### config.mk
export PLATFORM = sky130hd
export DESIGN_NAME = fir_output_conditioner
export DESIGN_NICKNAME = d
export VERILOG_FILES = /design/src/rtl/fir_post_pkg.sv /design/src/rtl/sync_fifo.sv /design/src/rtl/fir_output_conditioner.sv
export SDC_FILE = /design/constraint.sdc
export NUM_CORES = 1
export LEC_CHECK = 0
export ABC_AREA = 1
export BUFFER_PORTS_ARGS = -buffer_cell sky130_fd_sc_hd__buf_4
export CAP_MARGIN = 25
export CORE_MARGIN = 2
export CORE_UTILIZATION = 50
export DETAILED_ROUTE_END_ITERATION = 7
export HOLD_SLACK_MARGIN = 0.03
export PLACE_DENSITY = 0.7
export RECOVER_POWER = 100
export SYNTH_ARGS = -nofsm -noshare
export SYNTH_HDL_FRONTEND = slang
export SYNTH_HIERARCHICAL = 1
export SYNTH_SLANG_ARGS = --single-unit
### constraint.sdc
create_clock -name Clk_i -period 2.2 [get_ports Clk_i]
set_input_delay 0.33 -clock Clk_i [delete_from_list [all_inputs] [get_ports Clk_i]]
set_output_delay 0.33 -clock Clk_i [all_outputs]
set_load 0.05 [all_outputs]
### src/rtl/fir_post_pkg.sv
`default_nettype none
// ---------------------------------------------------------------------------
// fir_post_pkg: shared widths and rounding/saturation helpers for the
// FIR output conditioner.                                    Rev 1.0
// ---------------------------------------------------------------------------
package fir_post_pkg;

  localparam int ACC_WIDTH = 48;
  localparam int OUT_WIDTH = 18;

  typedef struct packed {
    logic signed [ACC_WIDTH:0] max;
    logic signed [ACC_WIDTH:0] min;
  } sat_lim_t;

  // One guard bit above the accumulator keeps the rounding bias from wrapping.
  function automatic logic signed [ACC_WIDTH:0] round_shift(
    input logic signed [ACC_WIDTH-1:0] value,
    input int                          shift
  );
    logic signed [ACC_WIDTH:0] ext;
    logic signed [ACC_WIDTH:0] bias;
    ext  = {value[ACC_WIDTH-1], value};
    bias = {{ACC_WIDTH{1'b0}}, 1'b1} << (shift - 1);
    return (ext + bias) >>> shift;
  endfunction

  function automatic sat_lim_t sat_limits(input int width);
    sat_lim_t                  lim;
    logic signed [ACC_WIDTH:0] one;
    one     = {{ACC_WIDTH{1'b0}}, 1'b1};
    lim.max = (one <<< (width - 1)) - one;
    lim.min = -(one <<< (width - 1));
    return lim;
  endfunction

endpackage
`default_nettype wire

### src/rtl/sync_fifo.sv
`default_nettype none
// ---------------------------------------------------------------------------
// sync_fifo: show-ahead FIFO with synchronous clear and async active-low
// reset.                                                     Rev 1.0
// ---------------------------------------------------------------------------
module sync_fifo #(
  parameter int Width = 18,
  parameter int Depth = 4
) (
  input  logic             clk_i,
  input  logic             rst_n_i,
  input  logic             clr_i,
  input  logic             push_i,
  input  logic [Width-1:0] data_i,
  input  logic             pop_i,
  output logic [Width-1:0] data_o,
  output logic             full_o,
  output logic             empty_o
);

  localparam int AW = $clog2(Depth);

  logic [Width-1:0] mem_q [Depth];
  logic [AW:0]      wr_ptr_q;
  logic [AW:0]      rd_ptr_q;
  logic             do_push;
  logic             do_pop;

  // Extra pointer bit distinguishes full from empty when indices match.
  always_comb begin
    empty_o = (wr_ptr_q == rd_ptr_q);
    full_o  = (wr_ptr_q[AW] != rd_ptr_q[AW]) &&
              (wr_ptr_q[AW-1:0] == rd_ptr_q[AW-1:0]);
    do_pop  = pop_i && !empty_o;
    do_push = push_i && (!full_o || do_pop);
    data_o  = mem_q[rd_ptr_q[AW-1:0]];
  end

  always_ff @(posedge clk_i or negedge rst_n_i) begin
    if (!rst_n_i) begin
      wr_ptr_q <= '0;
      rd_ptr_q <= '0;
      for (int i = 0; i < Depth; i++) begin
        mem_q[i] <= '0;
      end
    end else if (clr_i) begin
      wr_ptr_q <= '0;
      rd_ptr_q <= '0;
    end else begin
      if (do_push) begin
        mem_q[wr_ptr_q[AW-1:0]] <= data_i;
        wr_ptr_q                <= wr_ptr_q + 1'b1;
      end
      if (do_pop) begin
        rd_ptr_q <= rd_ptr_q + 1'b1;
      end
    end
  end

endmodule
`default_nettype wire

### src/rtl/fir_output_conditioner.sv
`default_nettype none
// ---------------------------------------------------------------------------
// fir_output_conditioner: decimate, round, rescale and saturate the FIR
// accumulator stream into a small valid/ready output FIFO.   Rev 1.0
// ---------------------------------------------------------------------------
module fir_output_conditioner
  import fir_post_pkg::*;
#(
  parameter int DecimFactor = 4,
  parameter int ShiftRight  = 17,
  parameter int OutWidth    = OUT_WIDTH,
  parameter int FifoDepth   = 4
) (
  input  logic                 Clk_i,
  input  logic                 Rst_n_i,
  input  logic [ACC_WIDTH-1:0] Data_i,
  input  logic                 DataValid_i,
  input  logic                 Clear_i,
  output logic [OutWidth-1:0]  Data_o,
  output logic                 DataValid_o,
  input  logic                 DataReady_i,
  output logic                 SatFlag_o,
  output logic                 Overflow_o
);

  localparam int                        CNT_W    = (DecimFactor > 1) ? $clog2(DecimFactor) : 1;
  localparam logic [CNT_W-1:0]          CNT_LAST = CNT_W'(DecimFactor - 1);
  localparam sat_lim_t                  LIM      = sat_limits(OutWidth);
  localparam logic signed [ACC_WIDTH:0] SAT_MAX  = LIM.max;
  localparam logic signed [ACC_WIDTH:0] SAT_MIN  = LIM.min;

  logic [CNT_W-1:0]          dec_cnt_q;
  logic [CNT_W-1:0]          dec_cnt_d;
  logic                      keep;
  logic                      s1_valid_q;
  logic signed [ACC_WIDTH:0] s1_data_q;
  logic                      s2_valid_q;
  logic [OutWidth-1:0]       s2_data_q;
  logic [OutWidth-1:0]       sat_data;
  logic                      sat_hit;
  logic                      sat_q;
  logic                      ovf_q;
  logic                      fifo_full;
  logic                      fifo_empty;
  logic                      fifo_pop;

  always_comb begin
    keep      = DataValid_i && (dec_cnt_q == '0);
    dec_cnt_d = dec_cnt_q;
    if (DataValid_i) begin
      dec_cnt_d = (dec_cnt_q == CNT_LAST) ? '0 : dec_cnt_q + 1'b1;
    end
  end

  always_comb begin
    sat_data = s1_data_q[OutWidth-1:0];
    sat_hit  = 1'b0;
    if (s1_data_q > SAT_MAX) begin
      sat_data = SAT_MAX[OutWidth-1:0];
      sat_hit  = 1'b1;
    end else if (s1_data_q < SAT_MIN) begin
      sat_data = SAT_MIN[OutWidth-1:0];
      sat_hit  = 1'b1;
    end
  end

  assign fifo_pop    = DataValid_o && DataReady_i;
  assign DataValid_o = !fifo_empty;
  assign SatFlag_o   = sat_q;
  assign Overflow_o  = ovf_q;

  // Clear outranks everything, including a strobe arriving in the same cycle.
  always_ff @(posedge Clk_i or negedge Rst_n_i) begin
    if (!Rst_n_i) begin
      dec_cnt_q  <= '0;
      s1_valid_q <= 1'b0;
      s1_data_q  <= '0;
      s2_valid_q <= 1'b0;
      s2_data_q  <= '0;
      sat_q      <= 1'b0;
      ovf_q      <= 1'b0;
    end else if (Clear_i) begin
      dec_cnt_q  <= '0;
      s1_valid_q <= 1'b0;
      s2_valid_q <= 1'b0;
      sat_q      <= 1'b0;
      ovf_q      <= 1'b0;
    end else begin
      dec_cnt_q  <= dec_cnt_d;
      s1_valid_q <= keep;
      if (keep) begin
        s1_data_q <= round_shift($signed(Data_i), ShiftRight);
      end
      s2_valid_q <= s1_valid_q;
      if (s1_valid_q) begin
        s2_data_q <= sat_data;
      end
      sat_q <= sat_q | (s1_valid_q & sat_hit);
      ovf_q <= ovf_q | (s2_valid_q & fifo_full & ~fifo_pop);
    end
  end

  sync_fifo #(
    .Width (OutWidth),
    .Depth (FifoDepth)
  ) u_fifo (
    .clk_i   (Clk_i),
    .rst_n_i (Rst_n_i),
    .clr_i   (Clear_i),
    .push_i  (s2_valid_q),
    .data_i  (s2_data_q),
    .pop_i   (fifo_pop),
    .data_o  (Data_o),
    .full_o  (fifo_full),
    .empty_o (fifo_empty)
  );

endmodule
`default_nettype wire
* After elaboration in Yosys (flattened, before gate mapping)
Cells that the tools add are included.
Widths: inputs -> output; s select.
** Storage, ports and cells
- Flip-flop bits (word level) :: 134
- Output and inout port bits :: 21
** Cells by class
- Add/sub/neg operators :: 4
- Order comparisons :: 5
- Eq/ne operators :: 4
- Multiplexer cells :: 21
- Bitwise logic cells :: 9
- Reduce and logical (&&, ||, !) cells :: 16
** Operator list (count)
- $mux 18 :: 5
- $bwmux 72 :: 1
- $add 48x18->49 const B :: 1
- $bmux 18 s2 :: 1
- $demux 18 s2 :: 1
- $gt 32x18->1 const B :: 1
- $lt 32x18->1 const B :: 1
- $mux 3 :: 4
- $add 3x1->3 const B :: 2
- $ge 3x3->1 const B :: 2
- $logic_and 1x1->1 :: 6
- $mux 1 :: 6
- $mux 2 :: 3
- $not 2->3 :: 2
- $reduce_and 2->1 :: 3
- $reduce_bool 2->1 :: 3
- $and 1x1->1 :: 3
- $eq 3x3->1 :: 1
- $lt 3x1->1 const B :: 1
- $add 2x1->2 const B :: 1
- $eq 2x2->1 :: 1
- $eq 2x2->1 const B :: 1
- $logic_not 1->1 :: 2
- $logic_not 2->1 :: 1
- 4 further kinds :: 6

* Logic depth before layout (Yosys ltp)
- Word-level depth :: 8
- Depth in mapped cells :: 13
- Gate-level depth less buffers :: 12

* Hierarchy
Netlist, hierarchy kept.
** By module, submodules not included
- sync_fifo :: times used 1, cells each 464, area each 3722.3 sq um, sequential area each 1951.9 sq um
- fir_output_conditioner :: times used 1, cells each 467, area each 3236.9 sq um, sequential area each 1401.3 sq um

* Least setup slack after synthesis
No wires, ideal clock.
- Path kind :: reg-to-output
- From :: register u_fifo.rd_ptr_q[0]
- To :: output port Data_o[2]
- Arrival time :: 1829 ps
- Data required time :: 1870 ps
- Setup slack :: 41 ps
- Stages on the path, launching flop included :: 6
- Path buffers :: 2
- Path through :: dfrtp_1 > buf_2 > clkinv_1 > clkbuf_1 > o21ai_0 > o22ai_1
** Between the ends
- Cells in the longest elaborated chain, start to end :: 4
** RTL lines
- start: declaration :: line sync_fifo.sv:25 : logic [AW:0] rd_ptr_q;
- start signal: assignment :: line sync_fifo.sv:55 : rd_ptr_q <= rd_ptr_q + 1'b1;
- $not 2->3 (implied by the code) :: line sync_fifo.sv:36 : data_o = mem_q[rd_ptr_q[AW-1:0]];
- $bmux 18 s2 :: line sync_fifo.sv:36
- $mux 18 (implied by the code) (2 in series) :: line sync_fifo.sv:36
- end: declaration :: line fir_output_conditioner.sv:19 : output logic [OutWidth-1:0] Data_o,
No other way between the ends. The select of a mux whose other input is x is not followed.

* Worst setup path after layout
- From :: register u_fifo.rd_ptr_q[0]
- To :: output port Data_o[16]
The elaborated chain is that of the path after synthesis.

==> results.md <==
- Routability cong.: 0.891
- Clock root buffer: clkbuf_16
- CTS tree: built
- Final Skew: 0.0105 ns
- Worst skew pair latency: 0.42 ns
- Max-cap violations: 0
- Slew HR: 2.79%
- Synthesis-to-finish area growth: 21.3%
- Reg2reg start: u_fifo/wr_ptr_q[1]
- Status: finished with violations
- Crit path capture: Data_o[16]
- Top post-synthesis cells by count: nand2_1 (416), dfrtp_1 (134), nor2_1 (115)
- Multi-input logic area: 3250 µm²
- Worst hold path stage count: 2
- GR Util All Layers: 24.2%
- Clock buffer depth: 2
- Net Count, Synth: 992
- Crit path launch: u_fifo/rd_ptr_q[0]
- Most common cell in the netlist: nand2_1
- Core ar.: 13,700 µm²
- Period utilisation layout: 101%
- First-pass GRT wire length: 28,100 µm
- RSZ-0062 raised after global routing: true
- Gate power share: 34.2%
- Final hold viol count: 0
- Achievable Freq: 449 MHz
- Worst R2R End: u_fifo/mem_q[25]
- Post-Route WL: 17,300 µm
- Register area: 3350 µm²
- Rows: 43
- Min cycle time layout: 2.23 ns
- Power share of the clock group: 30.8%
- Largest net degree at the start of global routing: 62
- TritonRoute pass-1 iters: 5
- Drt drc: 0
- Sequential area share after synthesis: 48.2%
- Slew @ Worst Pin: 1.46 ns
- Fin nets: 1,065
- Top cells by area, synth: dfrtp_1 (48%), nand2_1 (22%), nor2_1 (6.2%), o21ai_0 (3.7%), nand3_1 (2.4%)
- Internal: 5.95 mW
- Hold_ws: 0.107 ns
- Failing checks: negative setup slack
- Inserted Diodes: 0
- Die area: 14,900 µm²
- Initial core utilization: 50.7%
- Initial antenna violation count: 0
- Final Max Slew Viols: 0
- Crit path DAT: 1.90 ns
- Die Ht: 122 µm
- Synth Cell Area: 6960 µm²
- Area fraction of the dominant cell type after synthesis: 48.2%
- Port Buf Inserts: 57
- Net Sw Power: 3.59 mW
- Total CTS buffers: 17
- Crit path launch type: register
- CP max FO: 11
- CP Capture Type: output port
- EDFF count, synth: 0
- R2R depth: 13
- CTS Sinks: 134
- Vias in the first global route: 5,870
- Post-detail-place hpwl: 11,500 µm
- Synth Register Bits: 134
- Post-Syn Instances: 931
- Pleak: 4.33 nW
- Avg Inst Size Synth: 7.47 µm²
- Setup violators final: 1
- Avg Vias per Cell: 5.16
- Sequential power share: 35.0%
- Distinct cells, synth: 35
- Min-Delay Path Class: input port to register
- PnR worst setup slack: -0.0293 ns
- IO Pins: 74
- Vias: 6,169
- PwrDens: 1130 nW/µm²
- Switching Fraction: 37.7%
- DR WL/cell: 14.5 µm
- Data required, critical path: 1.87 ns
- Synth area leader: dfrtp_1
- Register-to-register setup slack: 0.22 ns
- H-Tree Depth: 4
- Fillers: 1,219
- Yosys warning total: 6
- CP Class: register to output port
- Global route overflow: 0
- Detail Route Antenna Nets: 0
- Reg clk slew, reported paths: 0.06 ns
- Peak VDD IR: 0.000738 V
- Synth async-reset ratio: 100%
- Share of cells above drive strength 1: 14.6%
- DRT iter0 DRCs: 496
- Tot Pwr: 9.54 mW
- Die X: 122 µm
- Post-synth top flop: dfrtp_1
## routing by layer
| layer | share of wire [%] | track usage [%] |
|---|---|---|
| met3 | 5.3 | 3.93 |
| met1 | 44 | 32.2 |
| met5 | 0 | 0 |
| met4 | 1.4 | 9.27 |
| met2 | 49 | 39.7 |
## repair_timing
item                                    4_1_cts  5_1_grt
setup buffers                                 0        6
resized for setup                             8        3
endpoints found under the hold margin        58        0
endpoints found under the setup margin       15       77
pin swaps                                     1        6
hold buffers                                  1        0
gates cloned                                  0        3
## registers in the layout, indices dropped and copies added (netlist names), 2 cells and up
register         cells
s1_data_q           32
u_fifo/mem_q        72
dec_cnt_q            2
u_fifo/rd_ptr_q      3
u_fifo/wr_ptr_q      3
s2_data_q           18
## cells by family (layout without fill, tap and decap cells)
group,Yosys count,count (layout),synth area share [%]
simple gates,602,602,35.9
fa+ha+maj,8,8,1.44
compound gates,94,94,7.46
flops,134,134,48.2
xor+xnor,15,15,1.89
buf+inv,78,163,5.18
## power by group through the flow
stage	registers, mW	clock network (mW)	logic [mW]
2_1_floorplan	3.24	0	2.19
3_3_place_gp	3.35	0	3.04
3_5_place_dp	3.36	0	3.07
4_1_cts	3.33	2.96	3.13
5_1_grt	3.41	3.09	3.54
6_report	3.34	2.94	3.26
## cells in the final DEF (no fill, tap or decap), types with 3 or more instances in the layout
cell type  instances
nor2_1           115
bufinv_16          3
nand2_1          416
dfrtp_1          133
nor2_4             9
nor2_2             4
buf_4             62
xor2_1            11
nand3_1           34
nand2_2            6
buf_12            12
inv_2              3
ha_1               8
a21oi_1           18
clkinv_2           5
o21ai_0           53
clkbuf_16         20
o22ai_1           18
clkbuf_8           5
nand4_2            4
xnor2_1            3
inv_1             43
nand4_1            5
## layout make-up
cell class,count,area share (%)
Clock inverter,9,1.45
Tap cell,180,2.67
Clock buffer,22,5.85
Inverter,49,2.21
Multi-Input combinational cell,719,38.4
Timing Repair Buffer,83,9.63
Sequential cell,134,39.7
## metrics by stage
step                worst slack, ns  area, µm²  util [%]  setup TNS (ns)  std cells
floorplan                    0.0411       6960         -               0        931
global route                -0.0584       8440      61.5         -0.0940       1196
finish                      -0.0293       8440      61.5         -0.0293       1196
detailed placement           0.0566       7630      55.6               0       1155
CTS                          0.0232       8290      60.4               0       1187
global placement              0.106       7630      55.6               0       1155
## critical path, stage by stage, from the launching register on
cell,delay (ns)
dfrtp_2,0.45
buf_12,0.16
inv_4,0.11
buf_12,0.13
o21ai_0,0.09
o22ai_1,0.28
buf_4,0.26
## worst min path at each step
stage          startpoint               end  slack (ns)
2_1_floorplan     Rst_n_i        Overflow_o        0.03
3_3_place_gp      Rst_n_i  u_fifo/mem_q[22]        0.36
3_5_place_dp      Rst_n_i  u_fifo/mem_q[22]        0.36
4_1_cts           Clear_i        Overflow_o        0.09
5_1_grt           Clear_i        Overflow_o        0.10
6_report          Clear_i        Overflow_o        0.11
No activity file was read; power rests on OpenSTA's default activity.
